File: src/rtl/out_fifo.sv
`default_nettype none
// ============================================================================
//  Module      : out_fifo
//  Description : Show-ahead FIFO between processor output writes and a
//                ready/valid consumer. Each entry holds {addr_out, io_out}.
//                Pushes while full are dropped (sticky ovf) unless a pop
//                happens on the same edge. Storage is not reset.
//  Ports       : clk      - clock, rising edge
//                rst      - asynchronous active-low reset
//                io_out   - processor output data (NUBITS)
//                addr_out - processor output address ($clog2(NUIOOU))
//                out_en   - write strobe, one cycle per word
//                m_data   - head entry data
//                m_addr   - head entry address
//                m_valid  - head entry valid (level != 0)
//                m_ready  - consumer accepts the head entry
//                full     - level == FDEPTH
//                level    - current entry count (0..FDEPTH)
//                ovf      - sticky overflow flag
//                itr      - drain interrupt pulse
//  Options     : OUT_FIFO_ITR_EN - when defined, itr pulses for one cycle
//                after the FIFO drains from 1 entry to 0; otherwise itr = 0.
//  Revision    : 1.0 - initial release
// ============================================================================
module out_fifo #(
    parameter int NUBITS = 16,
    parameter int NUIOOU = 2,
    parameter int FDEPTH = 8
) (
    input  logic                        clk,
    input  logic                        rst,
    input  logic [NUBITS-1:0]           io_out,
    input  logic [$clog2(NUIOOU)-1:0]   addr_out,
    input  logic                        out_en,
    output logic [NUBITS-1:0]           m_data,
    output logic [$clog2(NUIOOU)-1:0]   m_addr,
    output logic                        m_valid,
    input  logic                        m_ready,
    output logic                        full,
    output logic [$clog2(FDEPTH+1)-1:0] level,
    output logic                        ovf,
    output logic                        itr
);

    localparam int AW = $clog2(NUIOOU);
    localparam int PW = $clog2(FDEPTH);
    localparam int LW = $clog2(FDEPTH + 1);
    localparam int EW = AW + NUBITS;

    localparam logic [LW-1:0] c_lvl_full = LW'(FDEPTH);
    localparam logic [LW-1:0] c_lvl_one  = LW'(1);

    logic [EW-1:0] r_mem [FDEPTH];
    logic [PW-1:0] r_wptr;
    logic [PW-1:0] r_rptr;
    logic [LW-1:0] r_level;
    logic          r_ovf;

    logic w_full;
    logic w_pop;
    logic w_push_ok;

    assign w_full    = (r_level == c_lvl_full);
    assign w_pop     = (r_level != '0) && m_ready;
    // A push at full is legal only when the head leaves on the same edge.
    assign w_push_ok = out_en && (!w_full || w_pop);

    // Storage carries no reset; validity is tracked by r_level alone.
    always_ff @(posedge clk) begin
        if (w_push_ok) begin
            r_mem[r_wptr] <= {addr_out, io_out};
        end
    end

    // Pointers wrap naturally because FDEPTH is a power of two.
    always_ff @(posedge clk or negedge rst) begin
        if (!rst) begin
            r_wptr  <= '0;
            r_rptr  <= '0;
            r_level <= '0;
            r_ovf   <= 1'b0;
        end else begin
            if (w_push_ok) begin
                r_wptr <= r_wptr + 1'b1;
            end
            if (w_pop) begin
                r_rptr <= r_rptr + 1'b1;
            end
            case ({w_push_ok, w_pop})
                2'b10:   r_level <= r_level + 1'b1;
                2'b01:   r_level <= r_level - 1'b1;
                default: r_level <= r_level;
            endcase
            if (out_en && w_full && !w_pop) begin
                r_ovf <= 1'b1;
            end
        end
    end

`ifdef OUT_FIFO_ITR_EN
    logic r_itr;

    // Drain event: last entry popped with no replacement pushed.
    always_ff @(posedge clk or negedge rst) begin
        if (!rst) begin
            r_itr <= 1'b0;
        end else begin
            r_itr <= w_pop && !w_push_ok && (r_level == c_lvl_one);
        end
    end

    assign itr = r_itr;
`else
    assign itr = 1'b0;
`endif

    assign {m_addr, m_data} = r_mem[r_rptr];
    assign m_valid          = (r_level != '0);
    assign full             = w_full;
    assign level            = r_level;
    assign ovf              = r_ovf;

endmodule
`default_nettype wire

File: config.mk
export PLATFORM = sky130hd
export DESIGN_NAME = out_fifo
export DESIGN_NICKNAME = d
export VERILOG_FILES = /design/src/rtl/out_fifo.sv
export SDC_FILE = /design/constraint.sdc
export NUM_CORES = 1
export LEC_CHECK = 0
export ABC_AREA = 0
export CAP_MARGIN = 0
export CORE_UTILIZATION = 50
export CTS_BUF_LIST = sky130_fd_sc_hd__clkbuf_8
export DETAILED_ROUTE_END_ITERATION = 16
export MAX_ROUTING_LAYER = met4
export PLACE_DENSITY = 0.79
export SETUP_SLACK_MARGIN = 0.15
export SKIP_CTS_REPAIR_TIMING = 1
export SYNTH_ARGS = -nofsm -noshare
export SYNTH_HDL_FRONTEND = slang
export SYNTH_SLANG_ARGS = --single-unit
File: constraint.sdc
create_clock -name clk -period 2.95 [get_ports clk]
set_input_delay 0.59 -clock clk [delete_from_list [all_inputs] [get_ports clk]]
set_output_delay 0.59 -clock clk [all_outputs]
set_load 0.05 [all_outputs]
==> metrics.log, run 1 <==
[metrics] antenna violations before repair: 0
[metrics] MaxCap Viol Count: 0
[metrics] YS warnings: 0
[metrics] wire length of the first global-routing pass: around 16000 um
[metrics] library cells used by synthesis: 33
[metrics] fraction of final layout cells with drive strength greater than 1: a little under two fifths
[metrics] CTS max path bufs: 2
[metrics] pin count of the biggest net entering global routing: 19
[metrics] crit end category: primary output
[metrics] fin crit period: between 2 and 3 ns
[metrics] clock root cell: clkbuf_8
[metrics] number of buffer and inverter stages on the critical path: 2
[metrics] Initial Util: around 52%
[metrics] # port buffers: 44
[metrics] H-tree Lvls: 4
[metrics] clock skew: 0.0103 ns
[metrics] CP Data Required Time: around 2.4 ns
[metrics] Inserted Clock Buffers: 17
[metrics] clock sinks: about 150
[metrics] First DRT Iteration DRCs: ~120
[metrics] type of element launching the critical path: flip-flop
[metrics] power density relative to cell area: approximately 1100 nW/um2
[metrics] area taken by multi-input logic gates: 1330 um2
[metrics] maximum clock frequency: about 370 MHz
[metrics] Setup Crit Path Kind: reg -> out
[metrics] data arrival time of the critical path: about 2.1 ns
[metrics] worst vdd ir: roughly 0.69 mV
[metrics] total congestion overflow: 0
[metrics] Vert. Die Dim: 109 um
[metrics] post-route setup slack: between 0.2 and 0.3 ns
[metrics] final hold slack: 0.459 ns
[metrics] gr usage total: roughly a fifth
[metrics] global placement routability congestion: ~0.7
[metrics] number of max-slew violations in the final report: 0
[metrics] antenna fix cells: 0
[metrics] count of flip-flops with a built-in enable after synthesis: between 100 and 150
[metrics] CP max-delay cell: mux4_2
[metrics] sequential element share of the synthesized area: about three quarters
[metrics] area overhead of the layout relative to synthesis: 18.7%
[metrics] mean routed wirelength per cell: between 15 and 20 um
[metrics] setup repair after global routing missed its margin: yes
[metrics] largest delay contributor family on the critical path: multiplexers
[metrics] worst slack at placement: ~0.36 ns
[metrics] CP max stage delay: roughly 0.54 ns
[metrics] most frequent cells in the layout: 136 x edfxtp_1, 35 x buf_4, 34 x mux4_2, 25 x clkdlybuf4s50_1, 18 x mux2_2
[metrics] commonest register cell after synthesis: edfxtp_1
[metrics] post-route cell area: 6840 um2
[metrics] type of the worst min-delay path: reg -> reg
[metrics] net count of the mapped netlist: between 200 and 300
[metrics] FFs w/ async S/R, synth: about 7.5%
[metrics] area inside the core boundary: roughly 11000 um2
[metrics] critical-path cell list: buf_6 -> mux4_2 -> mux2_2 -> buf_4
[metrics] Cell Area, Placed: between 6000 and 7000 um2
[metrics] leading cell type in the layout, fill and taps excluded: edfxtp_1
[metrics] clock slew at the register clock pins of the worst setup and hold paths: 0.08 ns
[metrics] final core area utilization: between 60% and 70%
[metrics] first drt pass iteration count: 4
[metrics] run status: completed
[metrics] Final Hold Vio Count: 0
[metrics] drt total wl: 9710 um
[metrics] detailed-route vias per instance: 5.56
[metrics] total negative setup slack: 0 ns
[metrics] leakage power total: between 2 and 2.5 nW
[metrics] number of top-level design ports: 46
[metrics] transition time at the pin with the least slew margin: 0.507 ns
[metrics] clock network latency to the later pin of the worst-skew pair: between 0.4 and 0.5 ns
[metrics] row count: 38
[metrics] period utilisation layout: around nine tenths
[metrics] Vias: between 2000 and 3000
[metrics] normalized max-slew margin: roughly 66%
[metrics] average footprint of a synthesized cell: around 22 um2
[metrics] worst-path fanout max: 18
[metrics] number of global-route vias before repair: between 2000 and 3000
[metrics] post-detailed-route count of antenna-violating nets: 0
[metrics] area of all sequential standard cells: around 4400 um2
[metrics] fill cell count: 760
[metrics] Post-Synthesis Cells: around 260
[metrics] CTS tree: built
[metrics] number of remaining DRC errors: 0
[metrics] total die area: 11900 um2
[metrics] Syn Std Cell Area: roughly 5800 um2
[metrics] # nets final: 360
[metrics] die outline width: roughly 110 um
[metrics] synthesized flop and latch total: 147
[metrics] setup violation total in the final timing report: 0
[metrics] estimated wirelength of the detail-placed design: between 6000 and 7000 um
registers in the layout, indices dropped and copies added, names as in the netlist:
signal	flops
level	4
ovf	1
r_mem	136
r_rptr	3
r_wptr	3
metal layers:
metal | track usage [%] | routed length [um]
met1 | 24.2 | 4330
met2 | 30.5 | 4970
met3 | 4.21 | 263
met4 | 7.14 | 144
met5 | - | 0
layout make-up:
class / instances / share of cell area (%)
multi-input combinational: 104 / 19.5
timing repair buffer: 65 / 8.49
clock inverter: 15 / 2.20
sequential: 147 / 63.8
inverter: 1 / 0.0549
clock buffer: 17 / 3.42
tap: 140 / 2.56
power breakdown:
group | leakage, nW | total [mW] | switching, mW | internal [mW]
logic | 0.789 | 2.96 | 1.72 | 1.24
registers | 1.37 | 2.81 | 0.175 | 2.64
clock network | 0.193 | 1.47 | 0.778 | 0.691
final timing paths:
kind                            startpoint     endpoint  slack [ns]  depth (start not counted)
worst min register to register         ovf          ovf        0.46                          1
max in group asynchronous              rst    r_rptr[0]        2.09                          1
worst max-delay path             r_rptr[0]       m_addr        0.26                          4
min in group asynchronous              rst     level[3]        0.50                          1
worst max register to register    level[1]  r_mem[6][5]        0.92                          5
worst min-delay path                   ovf          ovf        0.46                          1
cells in the mapped netlist (2+ instances only):
| cell type | number | share of area (%) |
|---|---|---|
| xor2_1 | 4 | 0.61 |
| a21oi_1 | 2 | 0.17 |
| nand2_1 | 6 | 0.39 |
| nor2_1 | 9 | 0.59 |
| nor3_1 | 4 | 0.35 |
| edfxtp_1 | 136 | 71 |
| a21o_1 | 3 | 0.39 |
| nand3_1 | 2 | 0.17 |
| buf_1 | 4 | 0.26 |
| mux2_2 | 18 | 3.5 |
| dfrtp_1 | 11 | 4.8 |
| nand2b_1 | 3 | 0.33 |
| xnor2_1 | 3 | 0.46 |
| ha_1 | 3 | 0.65 |
| buf_4 | 5 | 0.65 |
| mux4_2 | 34 | 13 |
cells by family (layout without fill, tap and decap cells):
kind of cell / Yosys count / after routing / share of synthesized area [%]
flip-flops: 147 / 147 / 75.7
multiplexers: 53 / 53 / 17.1
AND/OR/NAND/NOR: 31 / 31 / 2.85
buffers and inverters: 13 / 98 / 1.33
AO/OA/AOI/OAI: 9 / 9 / 1.24
XOR/XNOR: 7 / 7 / 1.07
adder cells (fa/ha/maj): 3 / 3 / 0.652
other: 1 / 1 / 0.0651
stage by stage:
stage               instances  power [mW]
global placement          457        5.79
detailed placement        457        5.85
global route              489        7.60
floorplan                 264        5.02
CTS                       489        7.32
finish                    489        7.24
No activity file was read; power rests on OpenSTA's default activity.
==> run 2, diff against run 1 <==
- GPL_TIMING_DRIVEN: default -> 0
- SKIP_CTS_REPAIR_TIMING: 1 -> default
- SLEW_MARGIN: default -> 20
==> run 2 against run 1 <==
Critical path depth up 1. Fmax down 1.4%. Sequential share of layout area down 0.97 points. Count of clock-buffer cells in the layout unchanged. Critical path type unchanged. Critical endpoint is now m_data[15]. Largest cell class unchanged.
==> metrics.log, run 2 (synthesized netlist as in run 1, its figures left out) <==
[metrics] most frequent cells in the layout: 136 x edfxtp_1, 34 x mux4_2, 25 x clkdlybuf4s50_1, 18 x mux2_2, 17 x clkbuf_8
[metrics] clock network latency to the later pin of the worst-skew pair: 0.43 ns
[metrics] # nets final: about 360
[metrics] total congestion overflow: 0
[metrics] run status: completed
[metrics] normalized max-slew margin: about 50%
[metrics] worst-path fanout max: 10
[metrics] setup repair after global routing missed its margin: yes
[metrics] gr usage total: between 20% and 30%
[metrics] clock sinks: between 100 and 150
[metrics] leakage power total: 2.36 nW
[metrics] type of element launching the critical path: flip-flop
[metrics] top register by number of flip-flops: r_mem
[metrics] antenna violations before repair: 0
[metrics] flip-flop count of the largest register after layout: 136
[metrics] CP max stage delay: 0.51 ns
[metrics] global placement routability congestion: roughly 0.68
[metrics] type of the worst min-delay path: reg -> reg
[metrics] period utilisation layout: between 90% and 100%
[metrics] data arrival time of the critical path: approximately 2.1 ns
[metrics] transition time at the pin with the least slew margin: approximately 0.75 ns
[metrics] First DRT Iteration DRCs: 110
[metrics] number of top-level design ports: 46
[metrics] number of max-slew violations in the final report: 0
[metrics] CTS max path bufs: 2
[metrics] detailed-route vias per instance: roughly 5.7
[metrics] maximum clock frequency: roughly 370 MHz
[metrics] CP max-delay cell: mux4_2
[metrics] first drt pass iteration count: 5
[metrics] antenna fix cells: 0
[metrics] die outline width: roughly 110 um
[metrics] leading cell type in the layout, fill and taps excluded: edfxtp_1
[metrics] Initial Util: between 50 and 60%
[metrics] number of hold buffers added after cts: 0
[metrics] clock root cell: clkbuf_8
[metrics] post-detailed-route count of antenna-violating nets: 0
[metrics] drt total wl: a little over 10000 um
[metrics] final hold slack: around 0.46 ns
[metrics] Vert. Die Dim: about 110 um
[metrics] pin count of the biggest net entering global routing: 17
[metrics] critical-path cell list: buf_8 -> buf_12 -> mux4_2 -> mux2_2 -> buf_2
[metrics] Vias: between 2000 and 3000
[metrics] Setup Crit Path Kind: reg -> out
[metrics] crit end category: primary output
[metrics] total die area: around 12000 um2
[metrics] # port buffers: between 40 and 50
[metrics] Final Hold Vio Count: 0
[metrics] clock slew at the register clock pins of the worst setup and hold paths: about 0.080 ns
[metrics] Cell Area, Placed: about 6500 um2
[metrics] CTS tree: built
[metrics] mean routed wirelength per cell: about 21 um
[metrics] MaxCap Viol Count: 0
[metrics] setup violation total in the final timing report: 0
[metrics] area overhead of the layout relative to synthesis: 20.5%
[metrics] fraction of final layout cells with drive strength greater than 1: about two fifths
[metrics] wire length of the first global-routing pass: approximately 16000 um
[metrics] CP Data Required Time: ~2.4 ns
[metrics] total design power: between 7 and 8 mW
[metrics] post-route cell area: approximately 7000 um2
[metrics] clock skew: 0.0131 ns
[metrics] fin crit period: 2.73 ns
[metrics] number of global-route vias before repair: ~2900
[metrics] estimated wirelength of the detail-placed design: 6730 um
[metrics] H-tree Lvls: 4
[metrics] Inserted Clock Buffers: 17
[metrics] number of remaining DRC errors: 0
[metrics] power density relative to cell area: ~1100 nW/um2
[metrics] area inside the core boundary: 11000 um2
[metrics] worst vdd ir: 0.733 mV
[metrics] row count: 38
## run 2: cell types whose count changed in the layout (fill, tap and decap cells not counted), sizes merged
cell / previous run / this run
inv: 8 / 5
bufinv: 1 / 3
clkbuf: 17 / 19
dlygate4sd2: 0 / 2
dlymetal6s2s: 2 / 0
clkinvlp: 2 / 3
## run 2: final timing paths
kind | slack [ns] | to | startpoint | cells past startpoint
hold reg to reg | 0.46 | ovf | ovf | 1
hold / removal | 0.46 | ovf | ovf | 1
min in group asynchronous | 0.49 | r_wptr[2] | rst | 1
max in group asynchronous | 2.11 | r_rptr[2] | rst | 1
setup reg to reg | 0.75 | r_mem[3][3] | level[0] | 5
setup / recovery | 0.22 | m_data[15] | r_rptr[0] | 5
## run 2: area by class of cell
| cell class | instances | area [um2] |
|---|---|---|
| buffer | 12 | 131 |
| clock inverter | 15 | 181 |
| timing repair buffer | 55 | 495 |
| tap | 140 | 175 |
| multi-input combinational | 104 | 1360 |
| clock buffer | 17 | 234 |
| sequential | 147 | 4360 |
| fill | 759 | 4090 |
| inverter | 1 | 3.75 |
## run 2: through the flow
stage	utilization (%)	cells	TNS, ns	setup WS, ns
3_3_place_gp	57.9	448	-57.32	-0.527
3_5_place_dp	59.1	456	-3.99	-0.273
6_report	62.9	491	0	0.217
5_1_grt	62.9	491	0	0.146
2_1_floorplan	-	264	0	0.430
4_1_cts	62.8	490	0	0.179
## run 2: routing by layer
layer	up-vias	part of all wire [%]	track usage, %
li1	1233	-	-
met1	1452	42	24.8
met2	80	52	33.2
met3	15	4.9	4.98
met4	0	1.1	5.71
met5	-	0	-
## run 2: power breakdown
group          total (mW)  leakage [nW]  switching, mW  internal, mW
Combinational        3.09         0.790           1.84          1.25
Sequential           2.79          1.37          0.150          2.64
Clock                1.59         0.202          0.750         0.842
Total                7.48          2.36           2.74          4.73
## run 2: worst max-delay path, delay by kind of cell (launching register included)
kind	cells	cell delay, ns
multiplexers	2	0.80
buffers and inverters	3	0.53
flip-flops	1	0.39
## run 2: repair_timing
action,4_1_cts,5_1_grt
resized for setup,109,0
setup endpoints to repair,19,8
buffers inserted,2,1
==> run 3, diff against run 2 <==
- CTS_CLUSTER_SIZE: default -> 28
- SLEW_MARGIN: 20 -> 30
==> run 3 against run 2 <==
Design area rose by 0.79%. First-iteration DRC count rose by 53%. Critical endpoint is now m_data[13]. Count of clock-buffer cells in the layout unchanged.
==> metrics.log, run 3 (synthesized netlist as in run 1, its figures left out) <==
[metrics] type of the worst min-delay path: reg -> reg
[metrics] worst slack at placement: -0.277 ns
[metrics] global placement routability congestion: ~0.68
[metrics] row count: 38
[metrics] first drt pass iteration count: 4
[metrics] transition time at the pin with the least slew margin: 0.676 ns
[metrics] CP Data Required Time: roughly 2.4 ns
[metrics] pin count of the biggest net entering global routing: 18
[metrics] clock slew at the register clock pins of the worst setup and hold paths: about 0.080 ns
[metrics] number of hold buffers added after cts: 0
[metrics] number of max-slew violations in the final report: 0
[metrics] wire length of the first global-routing pass: about 16000 um
[metrics] total negative setup slack: 0 ns
[metrics] CTS max path bufs: 2
[metrics] CTS tree: built
[metrics] Initial Util: 52.2%
[metrics] r2r setup slk: ~0.73 ns
[metrics] data arrival time of the critical path: 2.14 ns
[metrics] maximum clock frequency: 367 MHz
[metrics] worst hold path startpoint: ovf
[metrics] area overhead of the layout relative to synthesis: 21.5%
[metrics] worst-path fanout max: 5
[metrics] setup violation total in the final timing report: 0
[metrics] period utilisation layout: between 90% and 100%
[metrics] Final Hold Vio Count: 0
[metrics] leading cell type in the layout, fill and taps excluded: edfxtp_1
[metrics] CP max-delay cell: mux4_2
[metrics] clock sinks: 147
[metrics] clock skew: 0.00935 ns
[metrics] setup repair after global routing missed its margin: no
[metrics] fraction of final layout cells with drive strength greater than 1: 38.6%
[metrics] total die area: about 12000 um2
[metrics] antenna violations before repair: 0
[metrics] worst vdd ir: roughly 0.74 mV
[metrics] number of cells on the worst reg-to-reg path: 6
[metrics] CP max stage delay: approximately 0.50 ns
[metrics] post-route cell area: around 7000 um2
[metrics] detailed-route vias per instance: about 5.5
[metrics] flip-flop count of the largest register after layout: roughly 140
[metrics] area inside the core boundary: roughly 11000 um2
[metrics] Worst Hold Path EP: ovf
[metrics] Vert. Die Dim: around 110 um
[metrics] gr usage total: 19.9%
[metrics] fin crit period: about 2.7 ns
[metrics] H-tree Lvls: 4
[metrics] MaxCap Viol Count: 0
[metrics] type of element launching the critical path: flip-flop
[metrics] final cell count without fillers: 490
[metrics] mean routed wirelength per cell: about 21 um
[metrics] normalized max-slew margin: between 50% and 60%
[metrics] clock network latency to the later pin of the worst-skew pair: 0.43 ns
[metrics] # nets final: approximately 360
[metrics] Vias: approximately 2700
[metrics] largest delay contributor family on the critical path: multiplexers
[metrics] critical-path cell list: buf_12 -> clkbuf_16 -> mux4_2 -> mux2_2 -> buf_4
[metrics] drt total wl: 10500 um
[metrics] estimated wirelength of the detail-placed design: between 6000 and 7000 um
[metrics] number of remaining DRC errors: 0
[metrics] crit end category: primary output
[metrics] Crit Reg-Reg Startpoint: level[1]
[metrics] die outline width: 109 um
[metrics] leakage power total: ~2.4 nW
[metrics] Inserted Clock Buffers: 17
[metrics] most frequent cells in the layout: 136 x edfxtp_1, 34 x mux4_2, 25 x clkdlybuf4s50_1, 18 x mux2_2
[metrics] top register by number of flip-flops: r_mem
[metrics] Setup Crit Path Kind: reg -> out
[metrics] Placed Instances: 450
[metrics] number of buffer and inverter stages on the critical path: 3
[metrics] post-route setup slack: between 0.2 and 0.25 ns
[metrics] number of global-route vias before repair: 2903
[metrics] First DRT Iteration DRCs: 168
[metrics] number of top-level design ports: 46
[metrics] run status: completed
[metrics] post-detailed-route count of antenna-violating nets: 0
[metrics] reg2reg end: r_mem[0][8]
[metrics] # port buffers: 44
[metrics] clock root cell: clkbuf_8
[metrics] power density relative to cell area: between 1000 and 1500 nW/um2
[metrics] fill cell count: about 770
[metrics] antenna fix cells: 0
[metrics] total congestion overflow: 0
[metrics] cell depth of the worst min-delay path: 1
[metrics] Cell Area, Placed: approximately 6500 um2
[run 3: cell types whose count changed in the layout (fill, tap and decap cells not counted), moves of 2 or more]
cell | previous run | this run
nor2_2 | 6 | 0
clkbuf_16 | 0 | 4
nor2_4 | 0 | 6
clkinv_4 | 4 | 2
buf_8 | 7 | 2
buf_4 | 10 | 17
buf_2 | 15 | 8
clkinvlp_4 | 3 | 5
buf_6 | 3 | 1
[run 3: what timing repair did]
item                       CTS  global route
setup buffers                1             3
hold endpoints to repair     0             0
setup endpoints to repair   19            17
resized for setup          108            17
cloned                       0             4
[run 3: worst max-delay path by stage]
stage                         start     endpoint  slack [ns]  depth (start not counted)
after detailed placement  r_rptr[1]   m_data[15]       -0.28                          5
after global routing      r_rptr[0]    m_data[5]        0.15                          5
after global placement      m_ready  r_mem[2][4]       -0.53                          4
after floorplan            level[0]  r_mem[2][0]        0.43                          4
final                     r_rptr[0]   m_data[13]        0.22                          5
after CTS                 r_rptr[0]   m_data[15]        0.14                          5
[run 3: through the flow]
stage | hold WS [ns] | total power [mW] | utilization, %
5_1_grt | 0.478 | 7.93 | 63.4
6_report | 0.458 | 7.60 | 63.4
4_1_cts | 0.462 | 7.43 | 62.1
3_5_place_dp | 0.443 | 6.00 | 58.7
2_1_floorplan | 0.294 | 5.02 | -
3_3_place_gp | 0.438 | 5.85 | 57.9
[run 3: worst reg2reg max path: cells and delay by family, from the launching register on]
family / cells / cell delay, ns
AOI/OAI and AO/OA: 1 / 0.32
buffers and inverters: 2 / 0.33
DFF: 1 / 0.39
and+or+nand+nor: 3 / 0.94
[run 3: routing by layer]
metal,track usage (%),part of all wire [%],vias up,routed length (um)
met1,25.5,43,1408,4470
met5,-,0,-,0
met3,4.68,4.5,9,474
li1,-,-,1230,-
met4,6.19,1.1,0,113
met2,31.8,52,65,5420
[run 3: where the power goes]
part	internal [mW]	leakage, nW	switching [mW]
registers	2.64	1.37	0.159
logic	1.40	0.813	1.88
clock network	0.757	0.184	0.761
[run 3: area by class of cell]
type,instances,area (um2),share of cell area (%)
repair buffers,54,538,7.69
multi-input cells,104,1390,19.9
plain buffers,12,136,1.95
flip-flops and latches,147,4360,62.3
clock inverters,15,158,2.25
inverters,1,3.75,0.0537
clock buffers,17,234,3.35
well taps,140,175,2.50
